File: src/rtl/uart_cmd_pkg.sv
// ---------------------------------------------------------------------------
// uart_cmd_pkg
// Shared definitions for the UART command receiver:
//   - CMD_HEADER        : upper five bits every command header byte must carry
//   - DEFAULT_*         : default baud divider and inter-byte timeout
//   - rx_state_t        : bit-engine states of uart_rx_core
//   - asm_state_t       : frame-assembler states of uart_cmd_rx
//   - is_header()       : header-byte recogniser
// ---------------------------------------------------------------------------
package uart_cmd_pkg;

    localparam logic [4:0] CMD_HEADER = 5'b10100;

    // 50 MHz system clock at 115200 baud
    localparam int DEFAULT_CLKS_PER_BIT = 434;
    localparam int DEFAULT_TIMEOUT_BITS = 32;

    typedef enum logic [2:0] {
        RX_IDLE,
        RX_START,
        RX_DATA,
        RX_STOP,
        RX_BREAK
    } rx_state_t;

    typedef enum logic [1:0] {
        ASM_HDR,
        ASM_GET_A,
        ASM_GET_B
    } asm_state_t;

    function automatic logic is_header(input logic [7:0] hdr_byte);
        return (hdr_byte[7:3] == CMD_HEADER);
    endfunction

endpackage

File: src/rtl/uart_rx_core.sv
// ---------------------------------------------------------------------------
// uart_rx_core
// 8N1 UART byte receiver: 2-flop input synchroniser, baud counter and bit
// engine.
// Ports:
//   clock       in   system clock, rising edge
//   reset_n     in   asynchronous active-low reset
//   rx          in   raw serial line, idles high
//   byte_valid  out  one-cycle pulse, registered one clock after a good stop
//   data        out  received byte, valid while byte_valid is high
//   stop_error  out  one-cycle pulse when the stop bit samples low
//   line_idle   out  bit engine is waiting for a start bit
// ---------------------------------------------------------------------------
module uart_rx_core
    import uart_cmd_pkg::*;
#(
    parameter int CLKS_PER_BIT = DEFAULT_CLKS_PER_BIT
) (
    input  logic       clock,
    input  logic       reset_n,
    input  logic       rx,
    output logic       byte_valid,
    output logic [7:0] data,
    output logic       stop_error,
    output logic       line_idle
);

    localparam int CNT_W = (CLKS_PER_BIT > 1) ? $clog2(CLKS_PER_BIT) : 1;
    localparam logic [CNT_W-1:0] FULL_LAST = CNT_W'(CLKS_PER_BIT - 1);
    localparam logic [CNT_W-1:0] HALF_LAST = CNT_W'(CLKS_PER_BIT / 2 - 1);

    logic             rx_meta;
    logic             rx_s;
    rx_state_t        state;
    rx_state_t        state_next;
    logic [CNT_W-1:0] baud_cnt;
    logic [CNT_W-1:0] baud_cnt_next;
    logic [2:0]       bit_cnt;
    logic [2:0]       bit_cnt_next;
    logic [7:0]       shift_reg;
    logic [7:0]       shift_next;
    logic             byte_valid_next;
    logic             stop_error_next;

    // Synchroniser flops reset high so that reset release never looks like
    // a start bit.
    always_ff @(posedge clock or negedge reset_n) begin
        if (!reset_n) begin
            rx_meta <= 1'b1;
            rx_s    <= 1'b1;
        end else begin
            rx_meta <= rx;
            rx_s    <= rx_meta;
        end
    end

    always_ff @(posedge clock or negedge reset_n) begin
        if (!reset_n) begin
            state      <= RX_IDLE;
            baud_cnt   <= '0;
            bit_cnt    <= '0;
            shift_reg  <= '0;
            byte_valid <= 1'b0;
            stop_error <= 1'b0;
        end else begin
            state      <= state_next;
            baud_cnt   <= baud_cnt_next;
            bit_cnt    <= bit_cnt_next;
            shift_reg  <= shift_next;
            byte_valid <= byte_valid_next;
            stop_error <= stop_error_next;
        end
    end

    // The start bit is sampled half a bit in, so every later sample taken a
    // full bit period apart lands near the middle of its bit. The baud
    // counter is held at zero in IDLE and BREAK so each state starts from 0.
    always_comb begin
        state_next      = state;
        baud_cnt_next   = baud_cnt + CNT_W'(1);
        bit_cnt_next    = bit_cnt;
        shift_next      = shift_reg;
        byte_valid_next = 1'b0;
        stop_error_next = 1'b0;

        case (state)
            RX_IDLE: begin
                baud_cnt_next = '0;
                if (!rx_s) begin
                    state_next   = RX_START;
                    bit_cnt_next = '0;
                end
            end
            RX_START: begin
                if (baud_cnt == HALF_LAST) begin
                    baud_cnt_next = '0;
                    state_next    = rx_s ? RX_IDLE : RX_DATA;
                end
            end
            RX_DATA: begin
                if (baud_cnt == FULL_LAST) begin
                    baud_cnt_next = '0;
                    shift_next    = {rx_s, shift_reg[7:1]};
                    bit_cnt_next  = bit_cnt + 3'd1;
                    if (bit_cnt == 3'd7) begin
                        state_next = RX_STOP;
                    end
                end
            end
            RX_STOP: begin
                if (baud_cnt == FULL_LAST) begin
                    baud_cnt_next = '0;
                    if (rx_s) begin
                        byte_valid_next = 1'b1;
                        state_next      = RX_IDLE;
                    end else begin
                        stop_error_next = 1'b1;
                        state_next      = RX_BREAK;
                    end
                end
            end
            RX_BREAK: begin
                // A line held low reports one error, not one per bit time
                baud_cnt_next = '0;
                if (rx_s) begin
                    state_next = RX_IDLE;
                end
            end
            default: begin
                baud_cnt_next = '0;
                state_next    = RX_IDLE;
            end
        endcase
    end

    assign data      = shift_reg;
    assign line_idle = (state == RX_IDLE);

endmodule

File: src/rtl/uart_cmd_rx.sv
// ---------------------------------------------------------------------------
// uart_cmd_rx
// Assembles three-byte UART command frames (header+opcode, a, b) into one
// operand/opcode set for the ALU datapath.
// Ports:
//   clock        in   system clock, rising edge
//   reset_n      in   asynchronous active-low reset
//   rx           in   raw serial line, idles high
//   a            out  operand A of the last accepted command
//   b            out  operand B of the last accepted command
//   opcode       out  opcode of the last accepted command
//   cmd_valid    out  one-cycle pulse when a/b/opcode update
//   frame_error  out  one-cycle pulse on any discarded byte or frame
//   busy         out  high while a frame is partially received
// ---------------------------------------------------------------------------
module uart_cmd_rx
    import uart_cmd_pkg::*;
#(
    parameter int CLKS_PER_BIT = DEFAULT_CLKS_PER_BIT,
    parameter int TIMEOUT_BITS = DEFAULT_TIMEOUT_BITS
) (
    input  logic       clock,
    input  logic       reset_n,
    input  logic       rx,
    output logic [7:0] a,
    output logic [7:0] b,
    output logic [2:0] opcode,
    output logic       cmd_valid,
    output logic       frame_error,
    output logic       busy
);

    localparam int TO_LIMIT = TIMEOUT_BITS * CLKS_PER_BIT;
    localparam int TO_W     = $clog2(TO_LIMIT + 1);
    localparam logic [TO_W-1:0] TO_LAST = TO_W'(TO_LIMIT - 1);

    logic             byte_valid;
    logic [7:0]       rx_data;
    logic             stop_error;
    logic             line_idle;

    asm_state_t       asm_state;
    asm_state_t       asm_state_next;
    logic [2:0]       pend_op;
    logic [7:0]       pend_a;
    logic [TO_W-1:0]  to_cnt;
    logic             timeout_hit;
    logic             load_op;
    logic             load_a;
    logic             load_out;
    logic             cmd_valid_next;
    logic             frame_error_next;

    uart_rx_core #(
        .CLKS_PER_BIT (CLKS_PER_BIT)
    ) u_rx_core (
        .clock      (clock),
        .reset_n    (reset_n),
        .rx         (rx),
        .byte_valid (byte_valid),
        .data       (rx_data),
        .stop_error (stop_error),
        .line_idle  (line_idle)
    );

    // A byte arriving in the same cycle always beats the timeout
    assign timeout_hit = (asm_state != ASM_HDR) && line_idle && !byte_valid &&
                         (to_cnt == TO_LAST);

    // Idle-time counter for a partial frame. Any start detection takes the
    // bit engine out of IDLE, which clears the count.
    always_ff @(posedge clock or negedge reset_n) begin
        if (!reset_n) begin
            to_cnt <= '0;
        end else if ((asm_state == ASM_HDR) || byte_valid || !line_idle || timeout_hit) begin
            to_cnt <= '0;
        end else begin
            to_cnt <= to_cnt + TO_W'(1);
        end
    end

    always_ff @(posedge clock or negedge reset_n) begin
        if (!reset_n) begin
            asm_state   <= ASM_HDR;
            pend_op     <= '0;
            pend_a      <= '0;
            a           <= '0;
            b           <= '0;
            opcode      <= '0;
            cmd_valid   <= 1'b0;
            frame_error <= 1'b0;
        end else begin
            asm_state   <= asm_state_next;
            cmd_valid   <= cmd_valid_next;
            frame_error <= frame_error_next;
            if (load_op) begin
                pend_op <= rx_data[2:0];
            end
            if (load_a) begin
                pend_a <= rx_data;
            end
            // Outputs only ever change together, on a complete frame
            if (load_out) begin
                opcode <= pend_op;
                a      <= pend_a;
                b      <= rx_data;
            end
        end
    end

    // A stop-bit error discards the whole frame wherever it occurs; in HDR
    // there is no frame yet, but the dropped byte is still reported.
    always_comb begin
        asm_state_next   = asm_state;
        load_op          = 1'b0;
        load_a           = 1'b0;
        load_out         = 1'b0;
        cmd_valid_next   = 1'b0;
        frame_error_next = 1'b0;

        if (byte_valid) begin
            case (asm_state)
                ASM_HDR: begin
                    if (is_header(rx_data)) begin
                        load_op        = 1'b1;
                        asm_state_next = ASM_GET_A;
                    end else begin
                        frame_error_next = 1'b1;
                    end
                end
                ASM_GET_A: begin
                    load_a         = 1'b1;
                    asm_state_next = ASM_GET_B;
                end
                ASM_GET_B: begin
                    load_out       = 1'b1;
                    cmd_valid_next = 1'b1;
                    asm_state_next = ASM_HDR;
                end
                default: begin
                    asm_state_next = ASM_HDR;
                end
            endcase
        end else if (stop_error) begin
            frame_error_next = 1'b1;
            asm_state_next   = ASM_HDR;
        end else if (timeout_hit) begin
            frame_error_next = 1'b1;
            asm_state_next   = ASM_HDR;
        end
    end

    assign busy = (asm_state != ASM_HDR);

endmodule
File: config.mk
export PLATFORM = sky130hd
export DESIGN_NAME = uart_cmd_rx
export DESIGN_NICKNAME = d
export VERILOG_FILES = /design/src/rtl/uart_cmd_pkg.sv /design/src/rtl/uart_rx_core.sv /design/src/rtl/uart_cmd_rx.sv
export SDC_FILE = /design/constraint.sdc
export NUM_CORES = 1
export LEC_CHECK = 0
export ABC_CLOCK_PERIOD_IN_PS = 1800
export BUFFER_PORTS_ARGS = -buffer_cell sky130_fd_sc_hd__buf_4
export CAP_MARGIN = 0
export CORE_UTILIZATION = 30
export CTS_CLUSTER_DIAMETER = 100
export DETAILED_ROUTE_END_ITERATION = 8
export GPL_TIMING_DRIVEN = 1
export SKIP_LAST_GASP = 1
export SYNTH_ARGS = -nofsm -noshare
export SYNTH_HDL_FRONTEND = slang
export SYNTH_HIERARCHICAL = 1
export SYNTH_SLANG_ARGS = --single-unit
File: constraint.sdc
create_clock -name clock -period 1.8 [get_ports clock]
set_clock_uncertainty 0.2 [all_clocks]
set_input_delay 0.18 -clock clock [delete_from_list [all_inputs] [get_ports clock]]
set_output_delay 0.18 -clock clock [all_outputs]
set_load 0.03 [all_outputs]
# Word level (Yosys, flattened, before mapping)
# Index checks and enable logic that the tools add are counted.
totals:
  elab_cells: 95
  regBits: 75
  in_bits: 3
  out_inout_bits: 22
op_classes:
  eq_ne: 18
  reduce_logical: 18
  add_sub_neg: 3
  n_mux: 39
op_table:
  columns: ["op", "count"]
  rows:
  - ["$mux 3", 9]
  - ["$mux 1", 18]
  - ["$mux 9", 2]
  - ["$pmux 9 s2", 1]
  - ["$pmux 3 s5", 1]
  - ["$add 14x1->14 const B", 1]
  - ["$eq 14x14->1 const B", 1]
  - ["$mux 14", 1]
  - ["$mux 2", 5]
  - ["$ne 2x1->1 const B", 5]
  - ["$add 9x1->9 const B", 1]
  - ["$eq 9x8->1 const B", 1]
  - ["$eq 9x9->1 const B", 1]
  - ["$eq 3x2->1 const B", 2]
  - ["$eq 3x3->1 const B", 2]
  - ["$pmux 3 s2", 1]
  - ["$reduce_and 6->1", 1]
  - ["$eq 5x5->1 const B", 1]
  - ["$pmux 2 s2", 1]
  - ["$reduce_and 2->1", 2]
  - ["$reduce_bool 2->1", 2]
  - ["$add 3x1->3 const B", 1]
  - ["$eq 3x1->1 const B", 1]
  - ["$logic_and 1x1->1", 3]
  - ["11 further kinds", 14]

# Logic depth before layout (Yosys ltp)
# Gate-level depths: netlist (run 1).
depth:
  depth_word: 7
  depth_mapped: 6
  mapped_depth_nobuf: 5

# Hierarchy
# The synthesis (run 1) kept the hierarchy.
by_module_without_submodules:
  columns: ["mod", "cells_per_inst", "area_per_inst_um2", "n_inst", "seq_area_each_um2"]
  rows:
  - ["uart_cmd_rx", 189, 1976.9, 1, 1201.2]
  - ["uart_rx_core", 107, 1318.8, 1, 678.2]

# Worst setup path after synthesis (run 1)
# No wires, ideal clock.
synth_timing:
  kind: "reg-to-reg"
  from: "register u_rx_core.baud_cnt[1]"
  to: "register u_rx_core.shift_reg[0], in the netlist u_rx_core/data[0]"
  setup_time_ns: 0.125
  path_buffers: 1
  required_time_ns: 1.475
  arrival_time_ns: 1.439
  setup_slack_ns: 0.035
  synth_period_minus_slack_ns: 1.765
  path_stages_with_launch: 7
  path_cell_list: "dfrtp_1 -> inv_1 -> ha_1 -> and4b_1 -> nand4b_2 -> buf_6 -> mux2_4"
synth_between:
  elab_chain_cells: 2
synth_lines:
  columns: ["item", "line_no", "text"]
  rows:
  - ["start, declared", "uart_rx_core.sv:36", "logic [CNT_W-1:0] baud_cnt;"]
  - ["start signal, assigned", "uart_rx_core.sv:67", "baud_cnt <= baud_cnt_next;"]
  - ["$eq 9x9->1", "uart_rx_core.sv:101", "if (baud_cnt == FULL_LAST) begin"]
  - ["$reduce_and 2->1 (no line)", null, null]
  - ["end signal, assigned", "uart_rx_core.sv:69", "shift_reg <= shift_next;"]
  - ["end, declared", "uart_rx_core.sv:40", "logic [7:0] shift_reg;"]
# No other way between the ends.
# A chain may end at the register's enable or synchronous reset.

# Final worst setup path (run 1)
layout_timing:
  from: "register u_rx_core.baud_cnt[1]"
  to: "register u_rx_core.baud_cnt[6]"
layout_between:
  elab_chain_cells: 3
  word_cells_on_any_way: 6
  cone_classes: "1 x add/sub; 2 x eq/ne; 3 x mux"
layout_lines:
  columns: ["item", "line_no", "text"]
  rows:
  - ["$add 9x1->9 (tied with other cells)", "uart_rx_core.sv:80", "baud_cnt_next = baud_cnt + CNT_W'(1);"]
  - ["$mux 9 (on tied branches)", "uart_rx_core.sv:101, uart_rx_core.sv:111, uart_rx_core.sv:95", null]
  - ["$pmux 9 s2 (*)", "uart_rx_core.sv:86", "case (state)"]
  - ["named net u_rx_core.baud_cnt_next[6]", "uart_rx_core.sv:37", "logic [CNT_W-1:0] baud_cnt_next;"]
# Mark *: on every way through the listed nets, which the timed path passes. The rest lies on a longest branch.

==> impl_summary.txt, run 1 <==
----------------------------------------------------
[Run status]
  Run status ... complete, but fails checks
  Failing checks ... negative setup slack

[Timing]
  Part of the cycle the worst path needs ... 1.028
  Worst setup margin ... -50.55 ps
  Highest achievable clock rate ... 540.4 MHz
  Slew at the pin with the worst max-slew slack ... 516.6 ps
  Headroom to the max-slew limit ... 0.6556
  Final-report max-slew violation count ... 0
  Final Critical Period ... 1851 ps
  Worst hold slack after final layout ... 131.8 ps
  Final count of negative-setup-slack endpoints ... 8
  Number of failing hold endpoints at the final stage ... 0
  RSZ-0062 raised after global routing ... true
  Sum of negative setup slack ... -194.0 ps

[Power]
  VDD IR-drop max ... 442.9 uV
  Power per standard cell area ... 785.6 mW/mm2
  Static leakage power ... 2.056 nW

[Placement]
  Post-detailed-placement cell area ... 0.003869 mm2
  Placed wire-length estimate ... 4259 um
  Worst slack after detailed placement ... -47.76 ps
  Routability congestion estimate from global placement ... 0.7379
  Number of placed cells counting well taps ... 481
  PortBufs ... 24

[Detailed routing]
  Residual DRC ... 0
  TritonRoute pass-1 iters ... 4
  Detailed Route WL ... 6070 um
  Antenna violation net count after detailed routing ... 0
  Avg Vias per Cell ... 4.594
  DRC violation total after the first TritonRoute iteration ... 76
  DR vias ... 2311
  Routed wirelength normalized by instance count ... 12.07 um

[CTS]
  Maximum count of clock buffers along a single path ... 2
  Clock insertion delay at the later pin of the skew report ... 360 ps
  H-tree levels ... 3
  CTS root buf ... sky130_fd_sc_hd__clkbuf_8
  Clk sinks ... 75
  TritonCTS clock tree ... yes
  Clock input transition at the sequential cells of the worst setup and hold paths ... 80 ps
  Number of CTS-inserted buffers ... 9

[Yosys]
  Gate Count Post-Synth ... 296
  Total nets after synthesis ... 305
  Number of enable-type register cells in the synthesized netlist ... 0
  Proportion of register bits with asynchronous set or reset after synthesis ... 1.000
  Average instance area after synthesis ... 11.13 um2
  Summed instance area of the synthesized netlist ... 0.003296 mm2
  Sequential fraction of the synthesis area ... 0.5702
  Most used flip-flop cell after synthesis ... sky130_fd_sc_hd__dfrtp_1
  Ys Warns ... 6
  Library cells used by synthesis ... 46
  Flip-flop and latch count after synthesis ... 75

[Critical path]
  Capturing element type of the critical path ... flop
  R2r endpoint ... u_rx_core/baud_cnt[6]
  CP top delay family ... simple AND/OR/NAND/NOR gates
  Launching element of the worst setup path ... u_rx_core/baud_cnt[1]
  Delay contributed by the slowest stage of the critical path ... 500 ps
  Crit path buffers/inverters ... 1
  Worst reg2reg startpoint ... u_rx_core/baud_cnt[1]
  Setup slack of the worst register-to-register path ... -50 ps
  CP Class ... reg -> reg
  Crit-path slowest cell ... sky130_fd_sc_hd__or4b_4
  Cell chain of the critical path ... inv_1 > ha_1 > or4b_4 > o211ai_4 > a22oi_1
  Data arrival time of the critical path ... 1870 ps
  R2R cell count ... 5
  Required time worst endpoint ... 1820 ps
  CP max FO ... 5
  Critical path launch point type ... flop

[Global route]
  Number of antenna violations at the first check in global routing ... 0
  Global-route wire length before repair ... 10900 um
  Number of global-route vias before repair ... 2379
  Global route overflow ... 0
  Global routing usage summed across all routing layers ... 0.1217
  Maximum number of pins on one net before global-route repair ... 40

[Min path]
  Class of the most critical hold timing path ... in -> async

[Final layout]
  Ant diodes ... 0
  Layout cells sized above 1 ... 0.3052
  Count of fill cells added during filler insertion ... 1013
  Non-filler cells in the finished layout ... 503
  Combined area of the multi-input logic cells ... 0.001388 mm2
  Most common library cell in the layout ignoring fill and taps ... sky130_fd_sc_hd__dfrtp_1
  Nets ... 371
  Area growth from synthesis to layout ... 28.09%
  Commonest non-fill, non-tap cells in the layout ... sky130_fd_sc_hd__dfrtp_1, sky130_fd_sc_hd__nand2_1, sky130_fd_sc_hd__buf_4
  Post-route design area ... 0.004222 mm2
  Sequential Area ... 0.001879 mm2

[Floorplanning]
  Starting utilization of the core area ... 0.3136
  Die height ... 106.8 um
  Core Rows ... 37
  Overall die width ... 106.8 um
  CORE AREA ... 0.01051 mm2
  Area of the die ... 0.01141 mm2
  Boundary Pins ... 25

[Flow run]
  Maximum capacitance violations ... 0

----------------------------------------------------
-- registers in the layout, indices dropped and copies added, names as in the netlist, 2 cells and up --
signal,cells
asm_state,2
u_rx_core/state,3
b,8
u_rx_core/data,8
to_cnt,14
a,8
u_rx_core/bit_cnt,3
pend_op,3
opcode,3
pend_a,8
u_rx_core/baud_cnt,9
-- how the worst max path moves through the flow --
| stage | to | cells after the start | slack, ps |
|---|---|---|---|
| 6_report | u_rx_core/baud_cnt[6] | 5 | -50 |
| 5_1_grt | u_rx_core/state[0] | 6 | -120 |
| 4_1_cts | u_rx_core/state[0] | 6 | -20 |
| 3_5_place_dp | u_rx_core/baud_cnt[7] | 5 | -50 |
| 3_3_place_gp | u_rx_core/baud_cnt[6] | 5 | -3 |
| 2_1_floorplan | u_rx_core/data[0] | 6 | 40 |
-- timing repair --
action | in CTS | in global routing
pin swaps | 5 | 4
hold endpoints to repair | 65 | 0
gates resized for setup | 0 | 10
hold buffers | 2 | 0
cloned | 1 | 0
setup buffers | 2 | 1
setup endpoints to repair | 11 | 40
-- cell usage after synthesis (3+ instances only) --
cell type                  instances  area share
sky130_fd_sc_hd__a21oi_1           5      0.0076
sky130_fd_sc_hd__a22oi_1           4      0.0091
sky130_fd_sc_hd__clkbuf_1          3      0.0034
sky130_fd_sc_hd__dfrtp_1          73        0.55
sky130_fd_sc_hd__ha_1              6       0.023
sky130_fd_sc_hd__inv_1            12       0.014
sky130_fd_sc_hd__mux2_2           13       0.044
sky130_fd_sc_hd__mux2_4            7       0.032
sky130_fd_sc_hd__mux2i_1           3      0.0091
sky130_fd_sc_hd__nand2_1          63       0.072
sky130_fd_sc_hd__nand3_1          11       0.017
sky130_fd_sc_hd__nand4_1           6       0.011
sky130_fd_sc_hd__nor2_1           24       0.027
sky130_fd_sc_hd__nor3_1            6      0.0091
sky130_fd_sc_hd__nor4_1            4      0.0076
sky130_fd_sc_hd__o21ai_0           3      0.0046
sky130_fd_sc_hd__or3_1             3      0.0057
sky130_fd_sc_hd__xnor2_1          11       0.029
sky130_fd_sc_hd__xor2_1            4       0.011
-- metal layers --
layer	vias up	track usage	share of wire	wire [um]
met5	-	0	0	0
met3	9	0.04863	0.040	245
met1	1119	0.1565	0.48	2938
met2	33	0.1912	0.46	2809
li1	1150	-	-	-
met4	0	0.02935	0.013	76
-- report_power, final --
part           internal (mW)  switching (mW)  total (mW)
logic                 0.0120          0.0341      0.0461
registers               1.69         0.00252        1.69
clock network          0.929           0.651        1.58
total                   2.63           0.688        3.32
-- worst reg2reg max path, delay by kind of cell (launching register included) --
family,cells,cell delay (ps)
AND/OR/NAND/NOR,1,500
AO/OA/AOI/OAI,2,430
flip-flops,1,390
adder cells (fa/ha/maj),1,130
buffers and inverters,1,80
-- per-stage QoR --
stage | utilization | power, mW
floorplan | - | 1.724
global placement | 0.3681 | 1.769
detailed placement | 0.3681 | 1.769
CTS | 0.3962 | 3.365
global route | 0.4017 | 3.456
finish | 0.4017 | 3.316
-- final cells by class --
class | count | area share
Clock buffer | 9 | 0.02934
Clock inverter | 7 | 0.02934
Inverter | 12 | 0.01067
Multi-Input combinational cell | 203 | 0.3287
Sequential cell | 75 | 0.4452
Tap cell | 136 | 0.04031
Timing Repair Buffer | 61 | 0.1165
-- cells by family (layout without fill, tap and decap cells) --
family	after synthesis	after routing	share of synthesized area
muxes	24	24	0.08884
buffers and inverters	19	89	0.02657
adders and majority gates	6	6	0.02278
and+or+nand+nor	133	133	0.1944
AOI/OAI and AO/OA	24	25	0.05733
DFF	75	75	0.5702
xor gates and xnor gates	15	15	0.03986
(Power assumes the default switching activity.)
==> run 2: changes to the inputs <==
--- a/config.mk
+++ b/config.mk
@@ -6,7 +6,7 @@
 export NUM_CORES = 1
 export LEC_CHECK = 0
 export ABC_CLOCK_PERIOD_IN_PS = 1800
-export BUFFER_PORTS_ARGS = -buffer_cell sky130_fd_sc_hd__buf_4
+export BUFFER_PORTS_ARGS = -buffer_cell sky130_fd_sc_hd__buf_2
 export CAP_MARGIN = 0
 export CORE_UTILIZATION = 30
 export CTS_CLUSTER_DIAMETER = 100
==> run 2 against run 1 <==
Net effect:
- the flow still finishes with violations (negative setup slack)
- global-route usage about the same
- flip-flop and latch count did not move
- sequential share of layout area grew 1.1 points
- via count hardly changed
- setup slack lost 7.6 ps
- register-to-register slack about the same
- routed wire length is 1.0% higher
- first-iteration DRC count rose by 25%
- clock-buffer cell count up 1
- die area unchanged
- combinational power is 2% lower
- power shrank 1.6%
- critical path type unchanged
- critical endpoint is now u_rx_core/state[0]
- largest power group unchanged
- highest routed layer unchanged
==> impl_summary.txt, run 2 (synthesis results as in run 1) <==
----------------------------------------------------
[Placement]
  Post-detailed-placement cell area ... 0.003804 mm2 (-1.7%)
  Routability congestion estimate from global placement ... 0.7821 (+6.0%)
  PortBufs ... 24 (unchanged)
  Placed wire-length estimate ... 4401 um (+3.3%)

[Critical path]
  CP Class ... reg -> reg
  Critical path launch point type ... flop
  Required time worst endpoint ... 1810 ps (about the same)
  CP max FO ... 3 (-2)
  Capturing element type of the critical path ... flop
  Data arrival time of the critical path ... 1870 ps (about the same)

[CTS]
  TritonCTS clock tree ... yes
  Clk sinks ... 75 (unchanged)
  CTS root buf ... sky130_fd_sc_hd__clkbuf_8
  Clock insertion delay at the later pin of the skew report ... 340 ps (-20 ps)
  Number of CTS-inserted buffers ... 9 (unchanged)
  Clock input transition at the sequential cells of the worst setup and hold paths ... 70 ps (about the same)
  Maximum count of clock buffers along a single path ... 2 (unchanged)
  H-tree levels ... 3 (unchanged)

[Timing]
  Final count of negative-setup-slack endpoints ... 13 (+5)
  Worst hold slack after final layout ... 25.52 ps (-106.3 ps)
  Number of failing hold endpoints at the final stage ... 0 (unchanged)
  Worst setup margin ... -58.14 ps (-7.589 ps)
  Final Critical Period ... 1858 ps (+7.589 ps)
  RSZ-0062 raised after global routing ... true
  Sum of negative setup slack ... -342.1 ps (-148.2 ps)
  Headroom to the max-slew limit ... 0.7005 (+0.04490)
  Highest achievable clock rate ... 538.2 MHz (-0.41%)
  Final-report max-slew violation count ... 0 (unchanged)
  Part of the cycle the worst path needs ... 1.032 (+0.004216)
  Slew at the pin with the worst max-slew slack ... 447.9 ps (-68.70 ps)

[Detailed routing]
  Detailed Route WL ... 6133 um (+1.0%)
  Residual DRC ... 0 (unchanged)
  TritonRoute pass-1 iters ... 4 (unchanged)
  Avg Vias per Cell ... 4.617 (+0.49%)
  Routed wirelength normalized by instance count ... 12.24 um (+1.4%)
  DRC violation total after the first TritonRoute iteration ... 95 (+25%)
  Antenna violation net count after detailed routing ... 0 (unchanged)
  DR vias ... 2313 (+0.087%)

[Floorplanning]
  CORE AREA ... 0.01051 mm2 (unchanged)
  Die height ... 106.8 um (unchanged)
  Starting utilization of the core area ... 0.3136 (unchanged)
  Area of the die ... 0.01141 mm2 (unchanged)
  Overall die width ... 106.8 um (unchanged)
  Core Rows ... 37 (unchanged)
  Boundary Pins ... 25 (unchanged)

[Global route]
  Maximum number of pins on one net before global-route repair ... 44 (+10%)
  Global route overflow ... 0 (unchanged)
  Global routing usage summed across all routing layers ... 0.1217 (about the same)
  Number of global-route vias before repair ... 2375 (-0.17%)
  Global-route wire length before repair ... 11000 um (+0.88%)
  Number of antenna violations at the first check in global routing ... 0 (unchanged)

[Final layout]
  Final standard cell utilization of the core ... 0.3923 (-0.009405)
  Register bank with the most flops ... to_cnt
  Count of fill cells added during filler insertion ... 1018 (+0.49%)
  Ant diodes ... 0 (unchanged)
  Max reg flops ... 14 (unchanged)
  Leading registers by flop count ... to_cnt x14, u_rx_core/baud_cnt x9
  Nets ... 369 (-0.54%)
  Most common library cell in the layout ignoring fill and taps ... sky130_fd_sc_hd__dfrtp_1
  Commonest non-fill, non-tap cells in the layout ... sky130_fd_sc_hd__dfrtp_1, sky130_fd_sc_hd__nand2_1, sky130_fd_sc_hd__buf_4
  Layout cells sized above 1 ... 0.3014 (-0.003807)
  Post-route design area ... 0.004123 mm2 (-2.3%)
  Area growth from synthesis to layout ... 25.09%

[Run status]
  Run status ... complete, but fails checks
  Failing checks ... negative setup slack

[Min path]
  Class of the most critical hold timing path ... in -> async

[Power]
  Power per standard cell area ... 791.4 mW/mm2 (+0.74%)
  Static leakage power ... 2.031 nW (-1.2%)
  VDD IR-drop max ... 560.2 uV (+26%)
  Total power consumption of the routed design ... 3.263 mW (-1.6%)

[Flow run]
  Maximum capacitance violations ... 0 (unchanged)

----------------------------------------------------
==> run 2: cell count changes in the layout (fill, tap and decap cells not counted), sizes merged <==
cell      delta
buf          -2
clkbuf       +1
clkinv       -1
clkinvlp     +1
inv          -1
==> run 2: final cells by class <==
| type | count | area, um2 | share of cell area |
|---|---|---|---|
| clock inverters | 6 | 113.9 | 0.02762 |
| flip-flops and latches | 75 | 1879 | 0.4558 |
| inverters | 12 | 45.04 | 0.01093 |
| repair buffers | 59 | 419.2 | 0.1017 |
| clock buffers | 10 | 127.6 | 0.03096 |
| multi-input cells | 203 | 1368 | 0.3317 |
| well taps | 136 | 170.2 | 0.04127 |
==> run 2: routing by layer <==
metal | vias up | track usage | share of wire
li1 | 1139 | - | -
met1 | 1129 | 0.1521 | 0.48
met2 | 36 | 0.2018 | 0.47
met3 | 9 | 0.03951 | 0.039
met4 | 0 | 0.03229 | 0.011
met5 | - | 0 | 0
==> run 2: worst paths after layout <==
kind	from	end	slack [ps]	cells past startpoint
max in group asynchronous	reset_n	u_rx_core/rx_meta	800	3
min in group clock	u_rx_core/rx_meta	u_rx_core/rx_s	160	0
max reg2reg	u_rx_core/baud_cnt[0]	u_rx_core/state[0]	-60	6
min	reset_n	u_rx_core/baud_cnt[0]	30	2
min reg2reg	u_rx_core/rx_meta	u_rx_core/rx_s	160	0
max	u_rx_core/baud_cnt[0]	u_rx_core/state[0]	-60	6
==> run 2: metrics by stage <==
stage / std cells / setup slack (ps)
after detailed placement: 480 / -51.49
after global routing: 501 / -136.5
final: 501 / -58.14
after CTS: 500 / -48.56
after floorplan: 296 / 35.45
after global placement: 480 / -12.81
==> run 2: where the power goes <==
group          total, mW  switching, mW  internal (mW)
Sequential          1.69        0.00272           1.69
Clock               1.53          0.604          0.923
Combinational     0.0452         0.0336         0.0115
Total               3.26          0.640           2.62
==> run 2: timing repair <==
item	CTS	global route
setup endpoints to repair	11	37
pin swaps	4	8
resized for setup	1	8
cloned	1	0
setup buffers	1	1
hold buffers	2	0
endpoints found under the hold margin	74	0
==> run 2: worst max-delay path: stages (launching register included) <==
cell and delay (ps):
sky130_fd_sc_hd__dfrtp_1 400, sky130_fd_sc_hd__inv_1 60, sky130_fd_sc_hd__ha_1 120, sky130_fd_sc_hd__or4b_4 500, sky130_fd_sc_hd__buf_6 150, sky130_fd_sc_hd__o211ai_1 180
sky130_fd_sc_hd__nand4_1 120
==> run 3: changes to the inputs <==
--- a/config.mk
+++ b/config.mk
@@ -15,5 +15,4 @@
 export SKIP_LAST_GASP = 1
 export SYNTH_ARGS = -nofsm -noshare
 export SYNTH_HDL_FRONTEND = slang
-export SYNTH_HIERARCHICAL = 1
 export SYNTH_SLANG_ARGS = --single-unit
==> run 3 against run 2 <==
Net effect:
- the run still ends with negative setup slack left
- sequential share of layout area fell by 0.65 points
- clock-buffer cell count increased by 3
- sequential power hardly changed
- largest cell class unchanged
- die area fell by 2.3%
- final cell count rose by 1.0%
- routed wire length rose by 5.9%
- critical path type unchanged
- critical endpoint is now u_rx_core.state[1]
- worst hold slack gained 130 ps
- setup slack worse by 320 ps
- register-to-register slack lost 320 ps
==> impl_summary.txt, run 3 <==
----------------------------------------------------
[Yosys]
  Most used flip-flop cell after synthesis ... sky130_fd_sc_hd__dfrtp_1
  Total nets after synthesis ... 309 (+1.3%)
  Simple-gate share of the synthesized area ... 0.2018 (+0.007407)
  Dominant combinational cell family by area after synthesis ... simple AND/OR/NAND/NOR gates
  Library cells used by synthesis ... 38 (-17%)
  Summed instance area of the synthesized netlist ... 0.003218 mm2 (-2.4%)
  XOR/XNOR Fraction of Synth Area ... 0.05171 (+0.01185)
  Most used standard cell by instance count after synthesis ... sky130_fd_sc_hd__dfrtp_1
  Area share of the largest cell type after synthesis ... 0.5677 (+0.01336)
  Average instance area after synthesis ... 10.73 um2 (-3.7%)
  Ys Warns ... 0 (-6)
  Share of synthesized cell area in full adder, half adder and majority cells ... 0.02333 (+0.0005491)
  Cell type contributing the most total cell area after synthesis ... sky130_fd_sc_hd__dfrtp_1
  Multiplexer area fraction after synthesis ... 0.07932 (-0.009523)
  Number of enable-type register cells in the synthesized netlist ... 0 (unchanged)
  Flip-flop and latch count after synthesis ... 75 (unchanged)
  Gate Count Post-Synth ... 300 (+1.4%)
  Top cell types by occurrence after synthesis ... sky130_fd_sc_hd__dfrtp_1, sky130_fd_sc_hd__nand2_1, sky130_fd_sc_hd__nor2_1, sky130_fd_sc_hd__mux2_2, sky130_fd_sc_hd__xnor2_1
  Dominant cells by area after synthesis ... sky130_fd_sc_hd__dfrtp_1, sky130_fd_sc_hd__nand2_1, sky130_fd_sc_hd__mux2_2
  Synth Area in Compound Gates ... 0.03227 (-0.02506)
  Proportion of register bits with asynchronous set or reset after synthesis ... 1.000 (unchanged)
  Sequential fraction of the synthesis area ... 0.5840 (+0.01375)

[Critical path]
  CP Class ... reg -> reg
  R2R cell count ... 6 (unchanged)
  Data arrival time of the critical path ... 2240 ps (+370 ps)
  Setup slack of the worst register-to-register path ... -380 ps (-320 ps)
  Critical path launch point type ... flop
  R2r endpoint ... u_rx_core.state[1]
  Required time worst endpoint ... 1870 ps (+60 ps)
  Worst reg2reg startpoint ... u_rx_core.baud_cnt[0]
  Capturing element type of the critical path ... flop
  CP max FO ... 3 (unchanged)

[Power]
  Portion of total power attributed to the clock network ... 0.456 (-0.012)
  Power per standard cell area ... 764.0 mW/mm2 (-3.5%)
  Part of the power in registers ... 0.529 (+0.011)
  Static leakage power ... 2.056 nW (+1.3%)
  Net Switching ... 0.6310 mW (-1.5%)
  Combinational share of power ... 0.015 (about the same)
  VDD IR-drop max ... 344.4 uV (-39%)
  Fraction of power spent switching nets ... 0.1975 (+0.001182)
  Cell internal pwr ... 2.564 mW (-2.2%)

[Run status]
  Failing checks ... negative setup slack
  Run status ... complete, but fails checks

[Global route]
  Maximum number of pins on one net before global-route repair ... 32 (-27%)
  Number of global-route vias before repair ... 2320 (-2.3%)
  Global route overflow ... 0 (unchanged)
  Global routing usage summed across all routing layers ... 0.1251 (+0.003468)
  Number of antenna violations at the first check in global routing ... 0 (unchanged)
  Global-route wire length before repair ... 11120 um (+1.1%)

[Placement]
  Placed wire-length estimate ... 4364 um (-0.84%)
  Routability congestion estimate from global placement ... 0.7755 (-0.84%)
  PortBufs ... 24 (unchanged)
  Worst slack after detailed placement ... -376.1 ps (-324.6 ps)

[Timing]
  Headroom to the max-slew limit ... 0.6318 (-0.06869)
  Number of failing hold endpoints at the final stage ... 0 (unchanged)
  Slew at the pin with the worst max-slew slack ... 552.3 ps (+104.4 ps)
  Worst setup margin ... -376.6 ps (-318.4 ps)
  Final Critical Period ... 2177 ps (+318.4 ps)
  Final-report max-slew violation count ... 0 (unchanged)
  Part of the cycle the worst path needs ... 1.209 (+0.1769)
  Final count of negative-setup-slack endpoints ... 26 (+13)
  RSZ-0062 raised after global routing ... true
  Highest achievable clock rate ... 459.4 MHz (-15%)
  Worst hold slack after final layout ... 156.7 ps (+131.2 ps)

[Final layout]
  Register bank with the most flops ... to_cnt
  Nets ... 374 (+1.4%)
  Max reg flops ... 14 (unchanged)
  Sequential Area ... 0.001879 mm2 (unchanged)
  Area growth from synthesis to layout ... 29.98%
  Commonest non-fill, non-tap cells in the layout ... sky130_fd_sc_hd__dfrtp_1, sky130_fd_sc_hd__nand2_1, sky130_fd_sc_hd__buf_4
  Layout cells sized above 1 ... 0.3703 (+0.06890)
  Ant diodes ... 0 (unchanged)
  Leading registers by flop count ... to_cnt x14, u_rx_core.baud_cnt x9
  Combined area of the multi-input logic cells ... 0.001421 mm2 (+3.9%)
  Count of fill cells added during filler insertion ... 1020 (+0.20%)
  Most common library cell in the layout ignoring fill and taps ... sky130_fd_sc_hd__dfrtp_1
  Final standard cell utilization of the core ... 0.4034 (+0.01104)

[CTS]
  TritonCTS clock tree ... yes
  CTS root buf ... sky130_fd_sc_hd__clkbuf_8
  H-tree levels ... 3 (unchanged)
  Clock input transition at the sequential cells of the worst setup and hold paths ... 70 ps (about the same)
  Number of CTS-inserted buffers ... 9 (unchanged)
  Maximum count of clock buffers along a single path ... 2 (unchanged)
  Clock insertion delay at the later pin of the skew report ... 350 ps (about the same)
  Clk sinks ... 75 (unchanged)

[Floorplanning]
  CORE AREA ... 0.01037 mm2 (-1.3%)
  Area of the die ... 0.01115 mm2 (-2.3%)
  Boundary Pins ... 25 (unchanged)
  Overall die width ... 105.6 um (-1.2%)
  Core Rows ... 37 (unchanged)
  Starting utilization of the core area ... 0.3103 (-0.003281)
  Die height ... 105.6 um (-1.2%)

[Detailed routing]
  Wire length on met3 ... 197 um (-17%)
  Routed wirelength normalized by instance count ... 12.83 um (+4.8%)
  WL met1 ... 3042 um (+4.3%)
  Routed length on met2 ... 3185 um (+9.5%)
  Detailed Route WL ... 6494 um (+5.9%)
  DRC violation total after the first TritonRoute iteration ... 95 (unchanged)
  DR vias ... 2317 (+0.17%)
  Residual DRC ... 0 (unchanged)
  Antenna violation net count after detailed routing ... 0 (unchanged)
  TritonRoute pass-1 iters ... 4 (unchanged)
  Avg Vias per Cell ... 4.579 (-0.82%)
  Top routing layer in use ... met4

[Min path]
  Class of the most critical hold timing path ... in -> async

[Flow run]
  Maximum capacitance violations ... 0 (unchanged)

----------------------------------------------------
run 3: per-stage QoR:
| stage | power (mW) | setup TNS, ps | cells | cell area [um2] |
|---|---|---|---|---|
| after floorplan | 1.723 | -3234 | 300 | 3256 |
| after global placement | 1.770 | -3067 | 485 | 3765 |
| after detailed placement | 1.771 | -3998 | 485 | 3765 |
| after CTS | 3.246 | -3237 | 505 | 4081 |
| after global routing | 3.320 | -5817 | 506 | 4183 |
| final | 3.195 | -4020 | 506 | 4183 |
run 3: cell type report:
type / instances / area share
sequential: 75 / 0.4493
multi-input combinational: 206 / 0.3398
timing repair buffer: 62 / 0.1059
tap: 136 / 0.04068
clock buffer: 13 / 0.03799
clock inverter: 3 / 0.01645
inverter: 11 / 0.009871
run 3: routing by layer:
metal | GRT usage | up-vias
met5 | 0 | -
met4 | 0.04365 | 0
met3 | 0.03340 | 9
met2 | 0.2007 | 32
met1 | 0.1632 | 1143
li1 | - | 1133
run 3: worst max-delay path by stage:
stage	end	slack, ps	startpoint
after floorplan	u_rx_core.state[1]	-320	u_rx_core.baud_cnt[0]
after global placement	u_rx_core.state[1]	-340	u_rx_core.baud_cnt[1]
after detailed placement	u_rx_core.state[1]	-380	u_rx_core.baud_cnt[1]
after CTS	u_rx_core.state[1]	-410	u_rx_core.baud_cnt[1]
after global routing	u_rx_core.state[1]	-430	u_rx_core.baud_cnt[0]
final	u_rx_core.state[1]	-380	u_rx_core.baud_cnt[0]
run 3: what timing repair did:
item | 4_1_cts | 5_1_grt
setup buffers | 1 | 2
hold buffers | 2 | 0
hold endpoints to repair | 20 | 0
cloned | 2 | 0
setup endpoints to repair | 36 | 37
gates resized for setup | 11 | 33
pin swaps | 5 | 11
run 3: kinds of logic (layout without fill, tap and decap cells):
group                      after synthesis  in the layout
DFF                                     75             75
muxes                                   23             23
xor gates and xnor gates                19             19
and+or+nand+nor                        143            144
buffers and inverters                   20             89
adders and majority gates                6              6
AOI/OAI and AO/OA                       14             14
run 3: critical path, stage by stage, from the launching register on:
cell and delay, ps:
sky130_fd_sc_hd__dfrtp_1 390, sky130_fd_sc_hd__inv_2 80, sky130_fd_sc_hd__ha_4 120, sky130_fd_sc_hd__or4b_1 410
sky130_fd_sc_hd__or3_4 350, sky130_fd_sc_hd__or4_4 420, sky130_fd_sc_hd__a21oi_2 120
run 3: power groups by stage:
stage                     Sequential, mW  Clock (mW)  Combinational [mW]
after detailed placement            1.72           0              0.0486
after floorplan                     1.72           0            0.000577
after CTS                           1.69        1.50              0.0519
final                               1.69        1.46              0.0490
after global routing                1.69        1.57              0.0568
after global placement              1.72           0              0.0469
